`src/rtl/square_drawer.sv`:
```
// rtl/square_drawer.sv - Draws a SIZE x SIZE white square into a frame buffer, optionally erasing the previous one
//
// Purpose:
//   On a start request in IDLE, the requested top-left corner is clamped so the
//   square stays on screen. The block then streams one pixel write per cycle in
//   raster order. When SQUARE_DRAWER_ERASE_PREV_EN is defined and a square was
//   drawn before, it first blacks out that square (ERASE) and then draws the new
//   one (DRAW). A one-cycle done pulse follows the last pixel.
//
// Configuration macro:
//   SQUARE_DRAWER_ERASE_PREV_EN - when defined, the previous square is erased
//                                 before the new one is drawn.
//
// Ports:
//   clk          - sole clock, all state changes on posedge
//   reset        - synchronous active-low reset
//   start        - draw request, only sampled in IDLE
//   x_loc, y_loc - requested top-left corner (11 bits each)
//   x, y         - pixel address presented to the frame buffer
//   pixel_color  - 1 = draw (white), 0 = erase (black)
//   wr_en        - frame-buffer write strobe, one pixel per high cycle
//   busy         - high while erasing or drawing
//   done         - single-cycle completion pulse

module square_drawer #(
    parameter int SIZE     = 20,
    parameter int SCREEN_W = 640,
    parameter int SCREEN_H = 480
) (
    input  logic        clk,
    input  logic        reset,
    input  logic        start,
    input  logic [10:0] x_loc,
    input  logic [10:0] y_loc,
    output logic [10:0] x,
    output logic [10:0] y,
    output logic        pixel_color,
    output logic        wr_en,
    output logic        busy,
    output logic        done
);

    typedef enum logic [1:0] {
        IDLE  = 2'd0,
        ERASE = 2'd1,
        DRAW  = 2'd2,
        DONE  = 2'd3
    } state_t;

    localparam logic [5:0]  LAST  = 6'(SIZE - 1);
    localparam logic [10:0] X_MAX = 11'(SCREEN_W - SIZE);
    localparam logic [10:0] Y_MAX = 11'(SCREEN_H - SIZE);

    state_t      state;
    state_t      state_nxt;
    logic [5:0]  cx;
    logic [5:0]  cy;
    logic [10:0] org_x;
    logic [10:0] org_y;
    logic [10:0] x_hold;
    logic [10:0] y_hold;
    logic [10:0] base_x;
    logic [10:0] base_y;
    logic [10:0] x_cur;
    logic [10:0] y_cur;
    logic        active;
    logic        last_pix;
    logic        erase_needed;

`ifdef SQUARE_DRAWER_ERASE_PREV_EN
    logic [10:0] old_x;
    logic [10:0] old_y;
    logic        prev_valid;
`endif

    assign active   = (state == ERASE) || (state == DRAW);
    assign last_pix = (cx == LAST) && (cy == LAST);

    // Erase is only meaningful once a square has actually been completed;
    // an aborted draw (reset) leaves nothing trustworthy to erase.
`ifdef SQUARE_DRAWER_ERASE_PREV_EN
    assign erase_needed = prev_valid;
`else
    assign erase_needed = 1'b0;
`endif

    // State register
    always_ff @(posedge clk) begin
        if (!reset) begin
            state <= IDLE;
        end else begin
            state <= state_nxt;
        end
    end

    // Next-state logic
    always_comb begin
        state_nxt = state;
        case (state)
            IDLE:    if (start) state_nxt = erase_needed ? ERASE : DRAW;
            ERASE:   if (last_pix) state_nxt = DRAW;
            DRAW:    if (last_pix) state_nxt = DONE;
            DONE:    state_nxt = IDLE;
            default: state_nxt = IDLE;
        endcase
    end

    // Pixel address generation; erase walks the old origin, draw the new one.
    always_comb begin
        base_x = org_x;
        base_y = org_y;
`ifdef SQUARE_DRAWER_ERASE_PREV_EN
        if (state == ERASE) begin
            base_x = old_x;
            base_y = old_y;
        end
`endif
        x_cur = base_x + {5'd0, cx};
        y_cur = base_y + {5'd0, cy};
    end

    // Output logic
    always_comb begin
        wr_en       = active;
        pixel_color = (state == DRAW);
        busy        = active;
        done        = (state == DONE);
        // Outside the pixel phases the address holds the last emitted pixel.
        x           = active ? x_cur : x_hold;
        y           = active ? y_cur : y_hold;
    end

    // Datapath: origin latch, scan counters, address hold
    always_ff @(posedge clk) begin
        if (!reset) begin
            cx     <= '0;
            cy     <= '0;
            org_x  <= '0;
            org_y  <= '0;
            x_hold <= '0;
            y_hold <= '0;
`ifdef SQUARE_DRAWER_ERASE_PREV_EN
            old_x      <= '0;
            old_y      <= '0;
            prev_valid <= 1'b0;
`endif
        end else begin
            case (state)
                IDLE: begin
                    if (start) begin
                        org_x <= (x_loc > X_MAX) ? X_MAX : x_loc;
                        org_y <= (y_loc > Y_MAX) ? Y_MAX : y_loc;
`ifdef SQUARE_DRAWER_ERASE_PREV_EN
                        old_x <= org_x;
                        old_y <= org_y;
`endif
                        cx    <= '0;
                        cy    <= '0;
                    end
                end
                ERASE, DRAW: begin
                    x_hold <= x_cur;
                    y_hold <= y_cur;
                    // Raster scan: cx inner, cy outer; both wrap to 0 on the
                    // last pixel so the next phase starts cleanly.
                    if (cx == LAST) begin
                        cx <= '0;
                        cy <= (cy == LAST) ? 6'd0 : cy + 6'd1;
                    end else begin
                        cx <= cx + 6'd1;
                    end
`ifdef SQUARE_DRAWER_ERASE_PREV_EN
                    if ((state == DRAW) && last_pix) begin
                        prev_valid <= 1'b1;
                    end
`endif
                end
                default: begin
                end
            endcase
        end
    end

endmodule
```
`config.mk`:
```
export PLATFORM = sky130hd
export DESIGN_NAME = square_drawer
export DESIGN_NICKNAME = d
export VERILOG_FILES = /design/src/rtl/square_drawer.sv
export SDC_FILE = /design/constraint.sdc
export NUM_CORES = 1
export LEC_CHECK = 0
export CAP_MARGIN = 5
export CORE_AREA = 2 2 72 101
export CTS_CLUSTER_DIAMETER = 40
export CTS_CLUSTER_SIZE = 14
export DETAILED_ROUTE_END_ITERATION = 10
export DIE_AREA = 0 0 74 103
export GPL_ROUTABILITY_DRIVEN = 0
export GPL_TIMING_DRIVEN = 0
export PLACE_DENSITY_LB_ADDON = 0.05
export SKIP_LAST_GASP = 1
export SLEW_MARGIN = 20
export SYNTH_ARGS = -nofsm -noshare
export SYNTH_HDL_FRONTEND = slang
export SYNTH_SLANG_ARGS = --single-unit
```
`constraint.sdc`:
```
create_clock -name clk -period 1.9 [get_ports clk]
set_input_delay 0.285 -clock clk [delete_from_list [all_inputs] [get_ports clk]]
set_output_delay 0.285 -clock clk [all_outputs]
set_load 0.01 [all_outputs]
```
==> run_summary.xml, run 1 <==
<?xml version="1.0" encoding="UTF-8"?>
<metrics>
  <group name="run">
    <metric name="max_cap_violations" unit="">0</metric>
  </group>
  <group name="clocking">
    <metric name="post_cts_hold_buffer_count" unit="">0</metric>
    <metric name="clock_insertion_delay_worst_skew" unit="ns">0.33</metric>
    <metric name="cts_made_buffers" unit="">9</metric>
    <metric name="cts_max_path_buffers" unit="">2</metric>
    <metric name="cts.htree.levels" unit="">3</metric>
    <metric name="cts_tree" unit="">done</metric>
    <metric name="clk_pin_slew" unit="ns">0.07</metric>
    <metric name="cts_root_buffer" unit="">sky130_fd_sc_hd__clkbuf_8</metric>
    <metric name="cts.sinks" unit="">58</metric>
  </group>
  <group name="cells_and_area">
    <metric name="area_growth_syn_to_layout" unit="%">58.91</metric>
    <metric name="final.fill_count" unit="">502</metric>
    <metric name="sequential_cell_area" unit="µm²">1205</metric>
    <metric name="layout_common_cells" unit="">sky130_fd_sc_hd__nor2_1, sky130_fd_sc_hd__buf_4, sky130_fd_sc_hd__dfxtp_1, sky130_fd_sc_hd__clkdlybuf4s50_1, sky130_fd_sc_hd__buf_6</metric>
    <metric name="final_cell_area" unit="µm²">4955</metric>
    <metric name="layout_commonest_cell" unit="">sky130_fd_sc_hd__nor2_1</metric>
    <metric name="multi_input_comb_area" unit="µm²">2318</metric>
    <metric name="antenna_cells" unit="">0</metric>
    <metric name="layout-drive-gt1-share" unit="%">42.37</metric>
    <metric name="fin_nets" unit="">514</metric>
  </group>
  <group name="sta">
    <metric name="report.final.hold_viol_count" unit="">0</metric>
    <metric name="final_setup_viols" unit="">29</metric>
    <metric name="worst_clock_skew" unit="ns">0.008557</metric>
    <metric name="rsz_0062_raised_after_global_routing" unit="">yes</metric>
    <metric name="report.final.slew_viol_count" unit="">0</metric>
    <metric name="final.setup.worst_slack" unit="ns">-0.7101</metric>
    <metric name="worst_slew_margin_rel" unit="%">52.74</metric>
    <metric name="timing.fmax" unit="MHz">383.1</metric>
    <metric name="period_utilisation_layout" unit="%">137.4</metric>
    <metric name="timing.final.crit_period" unit="ns">2.610</metric>
    <metric name="worst_pin_slew" unit="ns">0.7089</metric>
  </group>
  <group name="grt">
    <metric name="grt_first_pass_wirelength" unit="mm">14.54</metric>
    <metric name="grtUsageTotal" unit="%">25.60</metric>
    <metric name="largest_net_degree_at_the_start_of_global_routing" unit="">11</metric>
    <metric name="gr-total-overflow" unit="">0</metric>
    <metric name="first_global_vias" unit="">2989</metric>
    <metric name="grt_antenna_before_repair" unit="">0</metric>
  </group>
  <group name="setup_path">
    <metric name="path_max_fanout" unit="">3</metric>
    <metric name="r2r_slack" unit="ns">-0.25</metric>
    <metric name="setup.worst_path.end_class" unit="">primary output</metric>
    <metric name="r2r_end" unit="">x_hold[6]</metric>
    <metric name="cp-start-kind" unit="">flip-flop</metric>
    <metric name="cp_data_arrival_time" unit="ns">2.33</metric>
    <metric name="critPathKind" unit="">reg2out</metric>
    <metric name="rr_startpoint" unit="">cx[0]</metric>
    <metric name="worstPathRequired" unit="ns">1.62</metric>
    <metric name="worstRegToRegCells" unit="">11</metric>
  </group>
  <group name="power">
    <metric name="powerDensity" unit="nW/µm²">1001</metric>
    <metric name="power_leakage" unit="nW">1.964</metric>
    <metric name="worst_ir_drop_vdd" unit="V">0.0006588</metric>
  </group>
  <group name="placed_design">
    <metric name="hpwlAfterDp" unit="mm">6.060</metric>
    <metric name="buffers_added_on_ports" unit="">50</metric>
    <metric name="post-place-ws" unit="ns">-0.8653</metric>
    <metric name="dpl_cell_area" unit="µm²">3860</metric>
  </group>
  <group name="detailed_routing">
    <metric name="drt_pre_antenna_iters" unit="">4</metric>
    <metric name="dr_drc_count" unit="">0</metric>
    <metric name="avgRoutedWirePerCell" unit="µm">17.08</metric>
    <metric name="antenna_violating_nets_post_route" unit="">0</metric>
    <metric name="vias" unit="">3058</metric>
    <metric name="initialDrtViolationCount" unit="">110</metric>
    <metric name="detail_route.vias_per_cell" unit="">5.393</metric>
    <metric name="detail_route.wirelength" unit="mm">9.683</metric>
  </group>
  <group name="die">
    <metric name="floorplan.core_area" unit="µm²">6802</metric>
    <metric name="num_io_pins" unit="">51</metric>
    <metric name="fp.dieW" unit="µm">74</metric>
    <metric name="die_h" unit="µm">103</metric>
    <metric name="placement_rows" unit="">36</metric>
    <metric name="floorplan.die_area" unit="µm²">7622</metric>
    <metric name="initial_core_util" unit="%">45.84</metric>
  </group>
  <group name="min_path">
    <metric name="hold-path-endpoint" unit="">base_y[3]</metric>
    <metric name="min_path_cells" unit="">3</metric>
    <metric name="timing.hold.worst.class" unit="">in2reg</metric>
    <metric name="hold_path_startpoint" unit="">y_loc[3]</metric>
  </group>
  <group name="logic_synthesis">
    <metric name="ys_async_sr_fraction" unit="%">0</metric>
    <metric name="ys_seq_area_share" unit="%">37.24</metric>
    <metric name="fraction_of_synthesized_area_in_multiplexers" unit="%">4.213</metric>
    <metric name="synthDistinctLibCells" unit="">50</metric>
    <metric name="synth-seq-cells" unit="">58</metric>
    <metric name="synth_area" unit="µm²">3118</metric>
    <metric name="synth_top_area_share" unit="%">37.24</metric>
    <metric name="synth_edf_count" unit="">0</metric>
    <metric name="synth-main-ff-cell" unit="">sky130_fd_sc_hd__dfxtp_1</metric>
    <metric name="fraction_of_the_mapped_netlist_area_in_compound_gates" unit="%">19.70</metric>
    <metric name="synthXorXnorAreaFrac" unit="%">6.461</metric>
    <metric name="postSynthCellCount" unit="">354</metric>
    <metric name="total_number_of_yosys_warnings" unit="">0</metric>
    <metric name="synth_adder_area_share" unit="%">8.909</metric>
    <metric name="post_synth_main_area_contributors" unit="">sky130_fd_sc_hd__dfxtp_1, sky130_fd_sc_hd__ha_1, sky130_fd_sc_hd__nor2_1</metric>
    <metric name="avgSynthCellArea" unit="µm²">8.808</metric>
    <metric name="synth_top_family_by_area" unit="">compound AO/OA/AOI/OAI gates</metric>
    <metric name="yosysTopAreaCell" unit="">sky130_fd_sc_hd__dfxtp_1</metric>
    <metric name="synthesis.nets" unit="">400</metric>
    <metric name="simple_logic_cell_fraction_of_the_synthesized_area" unit="%">19.26</metric>
  </group>
  <group name="run_status">
    <metric name="run_status" unit="">finished with violations</metric>
    <metric name="violated_checks" unit="">setup timing</metric>
  </group>
</metrics>
repair_timing:
action / in CTS / in global routing
setup buffers: 32 / 25
setup endpoints to repair: 62 / 50
gates resized for setup: 183 / 44
pin swaps: 42 / 32
layout make-up:
type	instances	area share, %
plain buffers	15	2.551
repair buffers	104	19.24
multi-input cells	264	46.79
clock inverters	3	0.3030
flip-flops and latches	58	24.32
inverters	16	1.263
clock buffers	12	3.131
well taps	95	2.399
worst max-delay path, stage by stage, from the launching register on:
cell	delay, ns
sky130_fd_sc_hd__dfxtp_4	0.36
sky130_fd_sc_hd__ha_4	0.16
sky130_fd_sc_hd__inv_2	0.04
sky130_fd_sc_hd__fa_2	0.21
sky130_fd_sc_hd__nor2b_2	0.05
sky130_fd_sc_hd__o31a_1	0.34
sky130_fd_sc_hd__buf_6	0.15
sky130_fd_sc_hd__buf_6	0.11
sky130_fd_sc_hd__o21a_1	0.16
sky130_fd_sc_hd__o211ai_1	0.23
sky130_fd_sc_hd__buf_2	0.18
synthesized netlist by cell type, types with 3 or more instances:
cell / number
sky130_fd_sc_hd__xnor2_1: 9
sky130_fd_sc_hd__xor2_1: 14
sky130_fd_sc_hd__a211oi_1: 9
sky130_fd_sc_hd__nor2b_1: 7
sky130_fd_sc_hd__ha_1: 19
sky130_fd_sc_hd__and3_1: 4
sky130_fd_sc_hd__inv_1: 16
sky130_fd_sc_hd__buf_2: 4
sky130_fd_sc_hd__nand2_1: 19
sky130_fd_sc_hd__clkbuf_1: 9
sky130_fd_sc_hd__o211ai_1: 7
sky130_fd_sc_hd__a21o_1: 4
sky130_fd_sc_hd__nor3_1: 5
sky130_fd_sc_hd__mux2i_1: 3
sky130_fd_sc_hd__a22oi_1: 7
sky130_fd_sc_hd__o21a_1: 5
sky130_fd_sc_hd__a21oi_1: 24
sky130_fd_sc_hd__mux2_2: 9
sky130_fd_sc_hd__o21ai_0: 10
sky130_fd_sc_hd__o22ai_1: 4
sky130_fd_sc_hd__nor2_1: 43
sky130_fd_sc_hd__dfxtp_1: 58
sky130_fd_sc_hd__and2_1: 15
sky130_fd_sc_hd__o221a_2: 4
sky130_fd_sc_hd__o31ai_1: 4
sky130_fd_sc_hd__nand3_1: 9
sky130_fd_sc_hd__nand4_1: 5
routing by layer:
| layer | track usage, % | vias to the layer above | part of all wire, % |
|---|---|---|---|
| li1 | - | 1476 | - |
| met1 | 26.64 | 1483 | 38 |
| met2 | 49.04 | 82 | 56 |
| met3 | 4.692 | 17 | 3.8 |
| met4 | 10.49 | 0 | 1.9 |
| met5 | 0 | - | 0 |
logic make-up after synthesis:
kind of cell             count (synthesis)
AND/OR/NAND/NOR                        120
AO/OA/AOI/OAI                           88
flip-flops                              58
buffers and inverters                   32
XOR/XNOR                                23
adder cells (fa/ha/maj)                 21
multiplexers                            12
worst max-delay path by stage:
stage	from	endpoint	depth (start not counted)
floorplan	cx[0]	x[10]	8
global placement	state[0]	x[7]	8
detailed placement	state[1]	x[7]	8
CTS	cx[0]	x[10]	10
global route	cx[0]	x[6]	10
finish	cx[0]	x[6]	10
power breakdown:
group | internal, mW | leakage, nW | total (mW) | switching (mW)
clock | 0.531 | 0.0920 | 1.00 | 0.472
sequential | 1.39 | 0.484 | 1.50 | 0.112
combinational | 1.33 | 1.39 | 2.45 | 1.12
total | 3.25 | 1.96 | 4.96 | 1.71
per-stage QoR:
step	std cells	utilization [%]	TNS [ns]	hold slack, ns	power [mW]
3_3_place_gp	499	56.75	-20.27	0.4612	3.276
4_1_cts	546	68.16	-9.789	0.5006	4.652
5_1_grt	567	72.85	-11.88	0.5223	5.215
6_report	567	72.85	-9.886	0.5092	4.958
2_1_floorplan	354	-	-0.1664	0.4128	2.589
3_5_place_dp	499	56.75	-21.12	0.4723	3.303
state kept, by name, summed over array words and instances, names as in the netlist:
| name | count |
|---|---|
| base_x | 11 |
| base_y | 11 |
| cx | 6 |
| cy | 6 |
| state | 2 |
| x_hold | 11 |
| y_hold | 11 |
Note: power is estimated with default switching activity, not from simulation.
==> inputs of run 2 (changes only) <==
- SKIP_LAST_GASP: 1 -> default
==> run_summary.xml, run 2 (synthesis gave the netlist of run 1 again) <==
<?xml version="1.0" encoding="UTF-8"?>
<metrics>
  <group name="run_status">
    <metric name="run_status" unit="">finished with violations</metric>
    <metric name="violated_checks" unit="">setup timing</metric>
  </group>
  <group name="sta">
    <metric name="report.final.slew_viol_count" unit="">0</metric>
    <metric name="timing.final.crit_period" unit="ns">2.622</metric>
    <metric name="period_utilisation_layout" unit="%">138.0</metric>
    <metric name="rsz_0062_raised_after_global_routing" unit="">yes</metric>
    <metric name="worst_clock_skew" unit="ns">0.008260</metric>
    <metric name="tns" unit="ns">-9.666</metric>
    <metric name="fin_hold_ws" unit="ns">0.5072</metric>
    <metric name="timing.fmax" unit="MHz">381.4</metric>
    <metric name="report.final.hold_viol_count" unit="">0</metric>
    <metric name="final_setup_viols" unit="">28</metric>
    <metric name="worst_pin_slew" unit="ns">0.7380</metric>
    <metric name="worst_slew_margin_rel" unit="%">50.80</metric>
    <metric name="final.setup.worst_slack" unit="ns">-0.7221</metric>
  </group>
  <group name="setup_path">
    <metric name="cp_data_arrival_time" unit="ns">2.34</metric>
    <metric name="timing.critical_path.depth" unit="">10</metric>
    <metric name="worstRegToRegCells" unit="">11</metric>
    <metric name="worstPathRequired" unit="ns">1.62</metric>
    <metric name="critPathKind" unit="">reg2out</metric>
    <metric name="critPathMaxStageDelay" unit="ns">0.36</metric>
    <metric name="timing.critical_path.max_delay_family" unit="">compound AO/OA/AOI/OAI gates</metric>
    <metric name="count_of_buffer_and_inverter_cells_on_the_critical_path" unit="">4</metric>
    <metric name="path_max_fanout" unit="">3</metric>
    <metric name="crit_chain" unit="">ha_4 &gt; inv_2 &gt; fa_2 &gt; nor2b_2 &gt; o31a_1 &gt; buf_6 &gt; buf_6 &gt; o21a_1 &gt; o211ai_1 &gt; buf_2</metric>
    <metric name="r2r_end" unit="">x_hold[6]</metric>
    <metric name="critical_path.slowest_cell" unit="">sky130_fd_sc_hd__dfxtp_4</metric>
    <metric name="rr_startpoint" unit="">cx[0]</metric>
    <metric name="setup.worst_path.end_class" unit="">primary output</metric>
    <metric name="endpoint" unit="">x[6]</metric>
    <metric name="cpMostUsedCell" unit="">sky130_fd_sc_hd__buf_6</metric>
    <metric name="crit_path_start" unit="">cx[0]</metric>
    <metric name="cp-start-kind" unit="">flip-flop</metric>
    <metric name="r2r_slack" unit="ns">-0.26</metric>
  </group>
  <group name="grt">
    <metric name="gr-total-overflow" unit="">0</metric>
    <metric name="grt_antenna_before_repair" unit="">0</metric>
    <metric name="grtUsageTotal" unit="%">25.64</metric>
    <metric name="first_global_vias" unit="">2995</metric>
    <metric name="grt_first_pass_wirelength" unit="mm">14.60</metric>
    <metric name="largest_net_degree_at_the_start_of_global_routing" unit="">11</metric>
  </group>
  <group name="detailed_routing">
    <metric name="initialDrtViolationCount" unit="">99</metric>
    <metric name="drt_pre_antenna_iters" unit="">5</metric>
    <metric name="detail_route.vias_per_cell" unit="">5.399</metric>
    <metric name="antenna_violating_nets_post_route" unit="">0</metric>
    <metric name="dr_drc_count" unit="">0</metric>
    <metric name="detail_route.wirelength" unit="mm">9.562</metric>
    <metric name="vias" unit="">3045</metric>
    <metric name="avgRoutedWirePerCell" unit="µm">16.95</metric>
  </group>
  <group name="cells_and_area">
    <metric name="layout_common_cells" unit="">sky130_fd_sc_hd__nor2_1, sky130_fd_sc_hd__dfxtp_1, sky130_fd_sc_hd__buf_4, sky130_fd_sc_hd__clkdlybuf4s50_1, sky130_fd_sc_hd__buf_6</metric>
    <metric name="final.fill_count" unit="">512</metric>
    <metric name="layout-drive-gt1-share" unit="%">41.58</metric>
    <metric name="area_growth_syn_to_layout" unit="%">58.31</metric>
    <metric name="layout_commonest_cell" unit="">sky130_fd_sc_hd__nor2_1</metric>
    <metric name="antenna_cells" unit="">0</metric>
    <metric name="fin_nets" unit="">511</metric>
  </group>
  <group name="clocking">
    <metric name="cts_max_path_buffers" unit="">2</metric>
    <metric name="cts_made_buffers" unit="">9</metric>
    <metric name="clk_pin_slew" unit="ns">0.06</metric>
    <metric name="post_cts_hold_buffer_count" unit="">0</metric>
    <metric name="cts.htree.levels" unit="">3</metric>
    <metric name="cts_root_buffer" unit="">sky130_fd_sc_hd__clkbuf_8</metric>
    <metric name="clock_insertion_delay_worst_skew" unit="ns">0.34</metric>
    <metric name="cts_tree" unit="">done</metric>
    <metric name="cts.sinks" unit="">58</metric>
  </group>
  <group name="die">
    <metric name="die_h" unit="µm">103</metric>
    <metric name="fp.dieW" unit="µm">74</metric>
    <metric name="initial_core_util" unit="%">45.84</metric>
    <metric name="floorplan.die_area" unit="µm²">7622</metric>
    <metric name="num_io_pins" unit="">51</metric>
    <metric name="floorplan.core_area" unit="µm²">6802</metric>
    <metric name="placement_rows" unit="">36</metric>
  </group>
  <group name="placed_design">
    <metric name="buffers_added_on_ports" unit="">50</metric>
    <metric name="hpwlAfterDp" unit="mm">6.060</metric>
  </group>
  <group name="min_path">
    <metric name="min_path_cells" unit="">3</metric>
    <metric name="timing.hold.worst.class" unit="">in2reg</metric>
    <metric name="hold_path_startpoint" unit="">y_loc[3]</metric>
  </group>
  <group name="power">
    <metric name="powerDensity" unit="nW/µm²">1005</metric>
    <metric name="worst_ir_drop_vdd" unit="V">0.0006039</metric>
    <metric name="power_leakage" unit="nW">1.981</metric>
  </group>
  <group name="run">
    <metric name="max_cap_violations" unit="">0</metric>
  </group>
</metrics>
-- run 2: cell count changes in the layout (fill, tap and decap cells not counted), sizes merged --
cell and delta:
clkbuf -1, buf -2, dlymetal6s2s +2, clkdlybuf4s50 -2
-- run 2: how the worst min path moves through the flow --
stage                            end  slack, ns
after detailed placement   y_hold[5]       0.47
after global placement     base_x[4]       0.46
final                      base_y[3]       0.51
after global routing      base_x[10]       0.52
after CTS                  base_y[3]       0.50
after floorplan            base_y[2]       0.41
-- run 2: what timing repair did --
action / CTS / global route
pin swaps: 42 / 32
gates cloned: 0 / 0
setup endpoints to repair: 62 / 48
gates resized for setup: 201 / 31
buffers inserted: 32 / 21
-- run 2: layer usage --
metal  vias up  wire [µm]  track usage (%)
met4         0        269            10.91
li1       1469          -                -
met5         -          0                0
met1      1474       3673            26.76
met2        78       5259            49.11
met3        24        360            4.301
-- run 2: worst reg2reg max path, delay by kind of cell, from the launching register on --
kind | cells | cell delay, ns
adders and majority gates | 2 | 0.37
and+or+nand+nor | 2 | 0.18
AOI/OAI and AO/OA | 3 | 0.75
buffers and inverters | 4 | 0.44
DFF | 1 | 0.36
-- run 2: report_power, final --
part | switching [mW] | internal [mW] | total [mW]
sequential | 0.110 | 1.39 | 1.50
clock | 0.474 | 0.530 | 1.00
combinational | 1.13 | 1.32 | 2.45
total | 1.72 | 3.24 | 4.96
-- run 2: cell type report --
| type | instances | area (µm²) | share of cell area, % |
|---|---|---|---|
| timing repair buffer | 101 | 933.4 | 18.91 |
| buffer | 15 | 126.4 | 2.560 |
| tap | 95 | 118.9 | 2.408 |
| clock inverter | 3 | 15.01 | 0.3042 |
| multi-input combinational | 264 | 2317 | 46.95 |
| inverter | 16 | 62.56 | 1.267 |
| sequential | 58 | 1207 | 24.46 |
| clock buffer | 12 | 155.1 | 3.143 |
-- run 2: through the flow --
step                cell area [µm²]  setup WS (ns)  total power, mW  util, %  cells
CTS                            4672        -0.6835            4.713    68.69    546
floorplan                      3241       -0.06734            2.589        -    354
global route                   4936        -0.8212            5.198    72.57    564
global placement               3860        -0.8268            3.276    56.75    499
finish                         4936        -0.7221            4.958    72.57    564
detailed placement             3860        -0.8653            3.303    56.75    499
